<file path="config.mk">
export PLATFORM = sky130hd
export DESIGN_NAME = spi_ram_ctrl
export DESIGN_NICKNAME = d
export VERILOG_FILES = /design/src/rtl/spi_ram_ctrl.sv
export SDC_FILE = /design/constraint.sdc
export NUM_CORES = 2
export LEC_CHECK = 0
export CORE_ASPECT_RATIO = 1.5
export CORE_MARGIN = 8
export CORE_UTILIZATION = 41
export DETAILED_ROUTE_END_ITERATION = 6
export GPL_ROUTABILITY_DRIVEN = 0
export SKIP_LAST_GASP = 1
export SLEW_MARGIN = 20
export SYNTH_ARGS = -nofsm -noshare
export SYNTH_HDL_FRONTEND = slang
export SYNTH_SLANG_ARGS = --single-unit
</file>
<file path="constraint.sdc">
create_clock -name clk -period 3.16 [get_ports clk]
set_input_delay 0.474 -clock clk [delete_from_list [all_inputs] [get_ports clk]]
set_output_delay 0.474 -clock clk [all_outputs]
set_load 0.1 [all_outputs]
</file>
<file path="src/rtl/spi_ram_ctrl.sv">
// Command decoder and single-port RAM behind the SPI slave.
// Executes WR_ADDR / WR_DATA / RD_ADDR / RD_DATA frames and returns read bytes on tx_data.
module spi_ram_ctrl #(
   parameter int MEM_DEPTH = 256,
   parameter int ADDR_SIZE = 8
) (
   input  logic       clk,
   input  logic       rst_n,
   input  logic [9:0] rx_data,
   input  logic       rx_valid,
   output logic [7:0] tx_data,
   output logic       tx_valid,
   output logic       cmd_err
);

   typedef enum logic [1:0] {
      OP_WR_ADDR = 2'b00,
      OP_WR_DATA = 2'b01,
      OP_RD_ADDR = 2'b10,
      OP_RD_DATA = 2'b11
   } opcode_t;

   logic [7:0]           mem [MEM_DEPTH];
   logic                 rx_valid_q;
   logic                 accept;
   opcode_t              opcode;
   logic [ADDR_SIZE-1:0] wr_addr;
   logic [ADDR_SIZE-1:0] rd_addr;
   logic                 wr_addr_vld;
   logic                 rd_addr_vld;
   logic                 do_write;
   logic                 do_read;
   logic [7:0]           rd_q;
   logic                 rd_q_vld;

   // A level held across several cycles yields one command; rx_valid_q resets low so a
   // level already present at reset release counts as a fresh edge.
   assign accept   = rx_valid & ~rx_valid_q;
   assign opcode   = opcode_t'(rx_data[9:8]);
   assign do_write = accept && (opcode == OP_WR_DATA) && wr_addr_vld;
   assign do_read  = accept && (opcode == OP_RD_DATA) && rd_addr_vld;

   // Storage and read data are deliberately not reset.
   always_ff @(posedge clk) begin
      if (do_write) mem[wr_addr] <= rx_data[7:0];
      if (do_read)  rd_q <= mem[rd_addr];
   end

   always_ff @(posedge clk or negedge rst_n) begin
      if (!rst_n) begin
         rx_valid_q  <= 1'b0;
         wr_addr     <= '0;
         rd_addr     <= '0;
         wr_addr_vld <= 1'b0;
         rd_addr_vld <= 1'b0;
         rd_q_vld    <= 1'b0;
         tx_valid    <= 1'b0;
         tx_data     <= 8'h00;
         cmd_err     <= 1'b0;
      end else begin
         rx_valid_q <= rx_valid;
         cmd_err    <= 1'b0;
         rd_q_vld   <= do_read;
         tx_valid   <= rd_q_vld;
         if (rd_q_vld) tx_data <= rd_q;

         if (accept) begin
            unique case (opcode)
               OP_WR_ADDR: begin
                  wr_addr     <= rx_data[ADDR_SIZE-1:0];
                  wr_addr_vld <= 1'b1;
               end
               OP_WR_DATA: begin
                  if (wr_addr_vld) wr_addr <= wr_addr + ADDR_SIZE'(1);
                  else             cmd_err <= 1'b1;
               end
               OP_RD_ADDR: begin
                  rd_addr     <= rx_data[ADDR_SIZE-1:0];
                  rd_addr_vld <= 1'b1;
               end
               OP_RD_DATA: begin
                  if (rd_addr_vld) rd_addr <= rd_addr + ADDR_SIZE'(1);
                  else             cmd_err <= 1'b1;
               end
            endcase
         end
      end
   end

endmodule

</file>
* Yosys cells after proc, flatten, opt, wreduce, memory -nomap -nowiden
Memory sizes are Yosys's and may differ from the RTL's. A register that Yosys moved wholly into a read port is not among the register bits.
Cells that the tools add are included.
** Cells by class
- Reduce and logical (&&, ||, !) cells :: 11
- Add/subtract/negate cells :: 2
- Bitwise gates (word level) :: 2
- Eq/ne operators :: 5
- Multiplexer cells :: 10
** Operator list (number)
- case mux 8 bit (2 select lines) :: 2
- adder 8 x 1 -> 8 bit, second input constant :: 2
- 2-to-1 mux 8 bit :: 2
- AND reduction 3 bit :: 2
- 2-to-1 mux 1 bit :: 5
- == test 2 bit, second input constant :: 2
- logical AND 1 bit :: 4
- inequality test 2 bit, second input constant :: 2
- AND reduction 2 bit :: 2
- nonzero test 2 bit :: 2
- == test 2 x 1 -> 1 bit, second input constant :: 1
- zero test 2 bit :: 1
- case mux 1 bit (2 select lines) :: 1
- bitwise AND 1 bit :: 1
- NOT 1 bit :: 1
** Storage, ports and cells
- Bits in registers :: 30
- Memory bits (writable) :: 2048
- Output and inout port bits :: 10
- Word-level logic and storage cells :: 40
- Memories kept :: 1
** Memories
- mem :: depth 256, width 8, read ports 1, clocked after memory_dff 1, wr ports 1, line 23 : logic [7:0] mem [MEM_DEPTH];

* Logic depth before layout (Yosys ltp)
- Word-level depth :: 6
- Mapped depth :: 13
- Gate-level depth less buffers :: 7

* Worst setup path after synthesis
OpenSTA, ideal clock, no wires.
- Path kind :: input to register
- Start :: input rx_data[8]
- End :: memory mem[100][0], enable pin
- Required time :: 2790 ps
- Path slack :: 276 ps
- Arrival :: 2514 ps
- Setup time :: 370 ps
- Cell stages on the path :: 7
- Path through :: clkbuf_1 > nand2b_1 > nor3_1 > clkbuf_1 > nand3_1 > clkbuf_1 > nor2_1
** On the way
- Cells in the longest elaborated chain, start to end :: 5
** RTL lines
- start, declared :: line 9 : input logic [9:0] rx_data,
- == test 2 x 1 -> 1 bit :: line 40 : assign do_write = accept && (opcode == OP_WR_DATA) && wr_addr_vld;
- logical AND 1 bit (2 in a row) :: line 40
- 2-to-1 mux 1 bit :: line 45 : if (do_write) mem[wr_addr] <= rx_data[7:0];
- 2-to-1 mux 1 bit (not written as such) :: line 45
- end, declared :: line 23
Every way passes these cells.

==> results.toml <==
[layout]
final_layout_size_suffix_gt1_share_pct = 32.6
final_cell_mix = "2056 x edfxtp_1, 614 x buf_4, 426 x mux4_2"
n_fill_cell = 16000
layout_commonest_cell = "edfxtp_1"
synthToLayoutAreaGrowth_pct = 18.6
fin_util_pct = 48.8
fin_nets = 4669

[logic_synthesis]
synth_nets = 3987
synth-simple-area-share_pct = 2.68
ys_seq_area_share_pct = 76.9
netlist_instances = 3969
synth_fa_ha_area_share_pct = 0.0770
synthArstFlopShare_pct = 1.44
synth_compound_area_share_pct = 3.88
syn_avg_cell_area_um2 = 20.5
ys_ff_latch = 2086
yosys_most_used_dff = "edfxtp_1"
synth_top_family_by_area = "multiplexers"
synthXorXnorAreaFrac_pct = 0
yosys_warnings = 0
synthDistinctLibCells = 65
synth-edff-count = 2056
synth_area_mm2 = 0.0812
synthMuxAreaShare_pct = 14.7

[setup_path]
rr_worst_depth = 9
endpoint_kind = "flip-flop"
r2r_start = "rd_addr[0]"
start_kind = "flip-flop"
crit_arrival_ps = 3790
crit_fanout = 6
critPathKind = "reg -> reg"
r2r_end = "rd_q[3]"
cp_data_required_time_ps = 3720
rrSetupSlack_ps = -70

[sta]
hold_viol = 0
finalSetupViolCount = 2
fin_crit_sh_pct = 102
drv_slew = 0
clock_skew_ps = 44.5
clock.fmax_mhz = 310
finalCriticalPeriod_ps = 3230
fin_setup_tns_ps = -108
layout_setup_ws_ps = -68.6
slew_headroom_pct = 35.5
tightest_slew_ps = 968
rsz0062_at_grt = "true"

[clocking]
cts_tree = "yes"
cts_made_buffers = 187
cts_sinks = 2086
cts_root_buffer = "clkbuf_16"
clk_pin_slew_worst_paths_ps = 60
clockBufferDepth = 4
htree_levels = 4
insertion_delay_ps = 830

[power_and_ir_drop]
p_sw_mw = 18.4
intPower_mw = 48.3
p_per_area_mw_per_mm2 = 692
p_total_mw = 66.7
p_comb_share_pct = 21.6
power.share.sequential_pct = 46.0
cellLeakagePower_nw = 31.0
switching_share_pct = 27.5
power_frac_clock_pct = 32.3
vdd_drop_max_mv = 0.461

[route]
first_pass_iters = 6
wl_per_cell_um = 31.4
route.antenna.remaining_nets = 0
drt_iter0_markers = 4392
drcViolationCount = 0
routed_wirelength_um = 233000
num_vias = 43100
viasPerCell = 5.80

[outcome]
violations = "negative setup slack"
status = "finished with violations"

[hold_path]
holdCritPathClass = "in -> reg"
hold_end = "mem[214][7]"
hp-start = "rx_data[7]"
holdPathStages = 1

[floorplanning]
die_h_um = 561
die-area_mm2 = 0.213
ios = 23
fp.dieW_um = 379
rows = 200
initial_utilization_pct = 41.1
core_area_mm2 = 0.197

[grt]
grt_pass1_wl_um = 329000
grt_max_degree = 97
grt_overflow = 0
grt_pass1_vias = 44100
track_usage_pct = 21.5
antenna_found_initial = 8

[place]
port_buffers = 22
hpwl_um = 154000

[run]
max_cap_violations = 0
[logic make-up (layout without fill, tap and decap cells)]
group	after synthesis	after routing
mux	650	650
compound gates	463	463
simple gates	507	507
flops	2086	2086
fa+ha+maj	5	5
other cells	0	6
buf+inv	258	1082
[power by group through the flow]
stage / clock (mW) / sequential [mW] / combinational [mW]
after floorplan: 0 / 31.4 / 7.10
after global placement: 0 / 31.3 / 13.5
after detailed placement: 0 / 31.3 / 13.6
after CTS: 21.9 / 30.7 / 14.2
after global routing: 22.8 / 30.7 / 14.9
final: 21.6 / 30.7 / 14.4
[sequential cells by signal, summed over array words and instances (netlist names)]
register     flops
wr_addr_vld      1
rd_addr_vld      1
wr_addr          8
rd_q_vld         1
tx_data          8
cmd_err          1
rd_q             8
rd_addr          8
mem           2048
rx_valid_q       1
tx_valid         1
[worst max-delay path by stage]
stage	startpoint	endpoint	slack, ps	cells past startpoint
3_3_place_gp	rd_addr[0]	rd_q[3]	-700	9
3_5_place_dp	rd_addr[0]	rd_q[3]	-680	9
4_1_cts	rd_addr[0]	rd_q[3]	-90	9
2_1_floorplan	rx_data[8]	mem[100][0]	280	7
5_1_grt	rd_addr[0]	rd_q[3]	-60	9
6_report	rd_addr[0]	rd_q[3]	-70	9
[metrics by stage]
step,std cells,hold WS (ps),setup slack (ps),instance area [um^2]
after floorplan,3969,178,276,81200
after global placement,7042,467,-702,89600
after detailed placement,7042,470,-679,89600
after CTS,7403,188,-88.9,95900
after global routing,7420,200,-57.1,96300
final,7425,208,-68.6,96300
[area by class of cell]
cell class	count	area, um^2	area share [%]
Multi-Input combinational cell	1625	17800	18.5
Tap cell	2626	3290	3.41
Clock buffer	224	4840	5.02
Antenna cell	6	15.0	0.0156
Sequential cell	2086	62500	64.9
Timing Repair Buffer	742	7090	7.36
Inverter	9	35.0	0.0364
Clock inverter	107	781	0.811
[critical path, stage by stage (launching register included)]
cell and delay [ps]:
dfrtp_4 520, buf_12 170, buf_16 150, buf_12 130, mux4_2 440, mux4_2 530, a22o_4 290, nor4_4 430
buf_4 200, o31ai_2 50
[per-layer routing]
metal  track usage, %  up-vias  share of wire (%)
met2             38.1     1854                 52
met3             3.34      460                6.7
met4             9.87        0                5.5
met1             25.7    22900                 36
li1                 -    17900                  -
met5                0        -                  0
[synthesized netlist by cell type (12+ instances only)]
| master | number | share of area [%] |
|---|---|---|
| edfxtp_1 | 2056 | 76 |
| mux4_2 | 426 | 12 |
| nor2_1 | 305 | 1.4 |
| mux2i_1 | 149 | 1.8 |
| clkbuf_1 | 117 | 0.54 |
| a21oi_1 | 102 | 0.63 |
| mux2_2 | 75 | 1.0 |
| a22oi_1 | 69 | 0.64 |
| o21ai_0 | 69 | 0.43 |
| nand2_1 | 67 | 0.31 |
| buf_2 | 58 | 0.36 |
| a221oi_1 | 48 | 0.52 |
| o221ai_1 | 39 | 0.42 |
| nand3_1 | 38 | 0.23 |
| o22ai_1 | 33 | 0.25 |
| buf_6 | 31 | 0.43 |
| dfrtp_1 | 30 | 0.92 |
| buf_4 | 29 | 0.27 |
| nor3_1 | 28 | 0.17 |
| o31ai_1 | 28 | 0.26 |
| nor4_1 | 14 | 0.11 |
| buf_1 | 12 | 0.055 |
| nor2b_1 | 12 | 0.092 |
[what timing repair did]
item                                    in CTS  in global routing
buffers inserted                            27                 15
pin swaps                                    8                 16
hold buffers                                 1                  0
endpoints found under the setup margin       8                  8
cloned                                       4                  1
endpoints found under the hold margin       30                  0
gates resized for setup                     52                 61
Note: power is estimated with default switching activity, not from simulation.
==> RTL change: new RTL, same flow settings <==
Add an input register stage for `rx_data` and `rx_valid`, with the module's reset; this delays them by one clock.
--- a/src/rtl/spi_ram_ctrl.sv
+++ b/src/rtl/spi_ram_ctrl.sv
@@ -20,6 +20,19 @@
       OP_RD_DATA = 2'b11
    } opcode_t;
 
+   logic [9:0] rx_data_q;
+   logic rx_valid_r;
+
+   always_ff @(posedge clk or negedge rst_n) begin
+      if (!rst_n) begin
+         rx_data_q  <= '0;
+         rx_valid_r <= '0;
+      end else begin
+         rx_data_q  <= rx_data;
+         rx_valid_r <= rx_valid;
+      end
+   end
+
    logic [7:0]           mem [MEM_DEPTH];
    logic                 rx_valid_q;
    logic                 accept;
@@ -35,14 +48,14 @@
 
    // A level held across several cycles yields one command; rx_valid_q resets low so a
    // level already present at reset release counts as a fresh edge.
-   assign accept   = rx_valid & ~rx_valid_q;
-   assign opcode   = opcode_t'(rx_data[9:8]);
+   assign accept   = rx_valid_r & ~rx_valid_q;
+   assign opcode   = opcode_t'(rx_data_q[9:8]);
    assign do_write = accept && (opcode == OP_WR_DATA) && wr_addr_vld;
    assign do_read  = accept && (opcode == OP_RD_DATA) && rd_addr_vld;
 
    // Storage and read data are deliberately not reset.
    always_ff @(posedge clk) begin
-      if (do_write) mem[wr_addr] <= rx_data[7:0];
+      if (do_write) mem[wr_addr] <= rx_data_q[7:0];
       if (do_read)  rd_q <= mem[rd_addr];
    end
 
@@ -58,7 +71,7 @@
          tx_data     <= 8'h00;
          cmd_err     <= 1'b0;
       end else begin
-         rx_valid_q <= rx_valid;
+         rx_valid_q <= rx_valid_r;
          cmd_err    <= 1'b0;
          rd_q_vld   <= do_read;
          tx_valid   <= rd_q_vld;
@@ -67,7 +80,7 @@
          if (accept) begin
             unique case (opcode)
                OP_WR_ADDR: begin
-                  wr_addr     <= rx_data[ADDR_SIZE-1:0];
+                  wr_addr     <= rx_data_q[ADDR_SIZE-1:0];
                   wr_addr_vld <= 1'b1;
                end
                OP_WR_DATA: begin
@@ -75,7 +88,7 @@
                   else             cmd_err <= 1'b1;
                end
                OP_RD_ADDR: begin
-                  rd_addr     <= rx_data[ADDR_SIZE-1:0];
+                  rd_addr     <= rx_data_q[ADDR_SIZE-1:0];
                   rd_addr_vld <= 1'b1;
                end
                OP_RD_DATA: begin
Function: not settled (the Yosys comparison gave no result); the edit may change what the design does.
==> RTL change against the original RTL <==
The flow still finishes with violations (setup timing). Synthesized area grew 0.34%. Final cell count grew 0.20%. Sequential cell count grew 11. Sequential share of layout area shrank 0.32 points. Synthesized cell count grew 0.25%. Clock power grew 4%. Worst setup slack gained 0.0088 ns. Maximum frequency grew 0.27%. Power grew 2.9%. Wire length grew 0.66%. Final area grew 0.99%. First-iteration DRC count grew 2.5%. Count of clock-buffer cells in the layout grew 7. Critical path type unchanged.
==> RTL change: results (changes against the original RTL) <==
count of non-filler cells in the finished layout 7440 (+0.20%); Clock Sinks 2097 (+0.53%); first-pass GRT wire length 330 mm (+0.31%); run status complete, but fails checks; combined area of the multi-input logic cells 0.0181 mm² (+1.9%); Antenna Cells 1 (-5); post-route setup slack -0.0598 ns (+0.00879 ns); switching share of power 27.7% (+0.14 points); initial DRC count 4500 (+2.5%); total global-route track usage 21.3% (-0.18 points); number of resized instances in the post-cts repair step 107 (+110%); Clk power 22.4 mW (+4%); final-layout fill cell count 16132 (+0.85%); worst ir drop on vdd 0.472 mV (+2.3%); combinational cell fraction of total power 22.4% (+0.8 points); largest fanout on the critical path 7 (+1); post-synthesis async set-or-reset flop share 1.96% (+0.52 points); sink of the worst hold path rx_data_q[3]$_DFF_PN0_; sequential cell area fraction in the yosys report 77.0% (+0.078 points); number of distinct library cells after synthesis 66 (+1.5%); Setup Viol. Count Final 3 (+1); number of global-route vias before repair 44026 (-0.16%); maximum number of pins on one net before global-route repair 151 (+56%); Cells after DPL 7034 (-0.11%); critical path's largest stage delay 0.55 ns (+0.02 ns); DR vias 43166 (+0.19%); termination of the worst setup path rd_q[6]$_DFFE_PP_; violations in the final reports setup timing; leakage 31.3 nW (+0.96%); relative slew slack 30.6% (-4.9 points)
## RTL change: cell types whose count changed in the layout (fill, tap and decap cells not counted), sizes merged, moves of 4 or more
| cell | delta |
|---|---|
| diode | -5 |
| clkbuf | +5 |
| clkdlybuf4s50 | +8 |
| nand2 | -4 |
| bufinv | +4 |
| dfrtp | +11 |
| buf | -5 |
| o21ai | +4 |
| clkinv | -8 |
| clkinvlp | +4 |
## RTL change: layer usage
layer / global-route usage, % / share of wire, % / up-vias / routed length (µm)
li1: - / - / 17930 / -
met1: 25.6 / 36 / 23018 / 84500
met4: 11.0 / 6.1 / 6 / 14300
met3: 2.90 / 6.2 / 472 / 14500
met2: 37.7 / 52 / 1740 / 121000
met5: 0 / 0.019 / - / 44
## RTL change: worst reg2reg max path, delay by kind of cell, from the launching register on
family	cells	cell delay (ns)
multiplexers	2	1.06
buffers and inverters	5	0.89
flip-flops	1	0.42
AO/OA/AOI/OAI	2	0.40
AND/OR/NAND/NOR	1	0.18
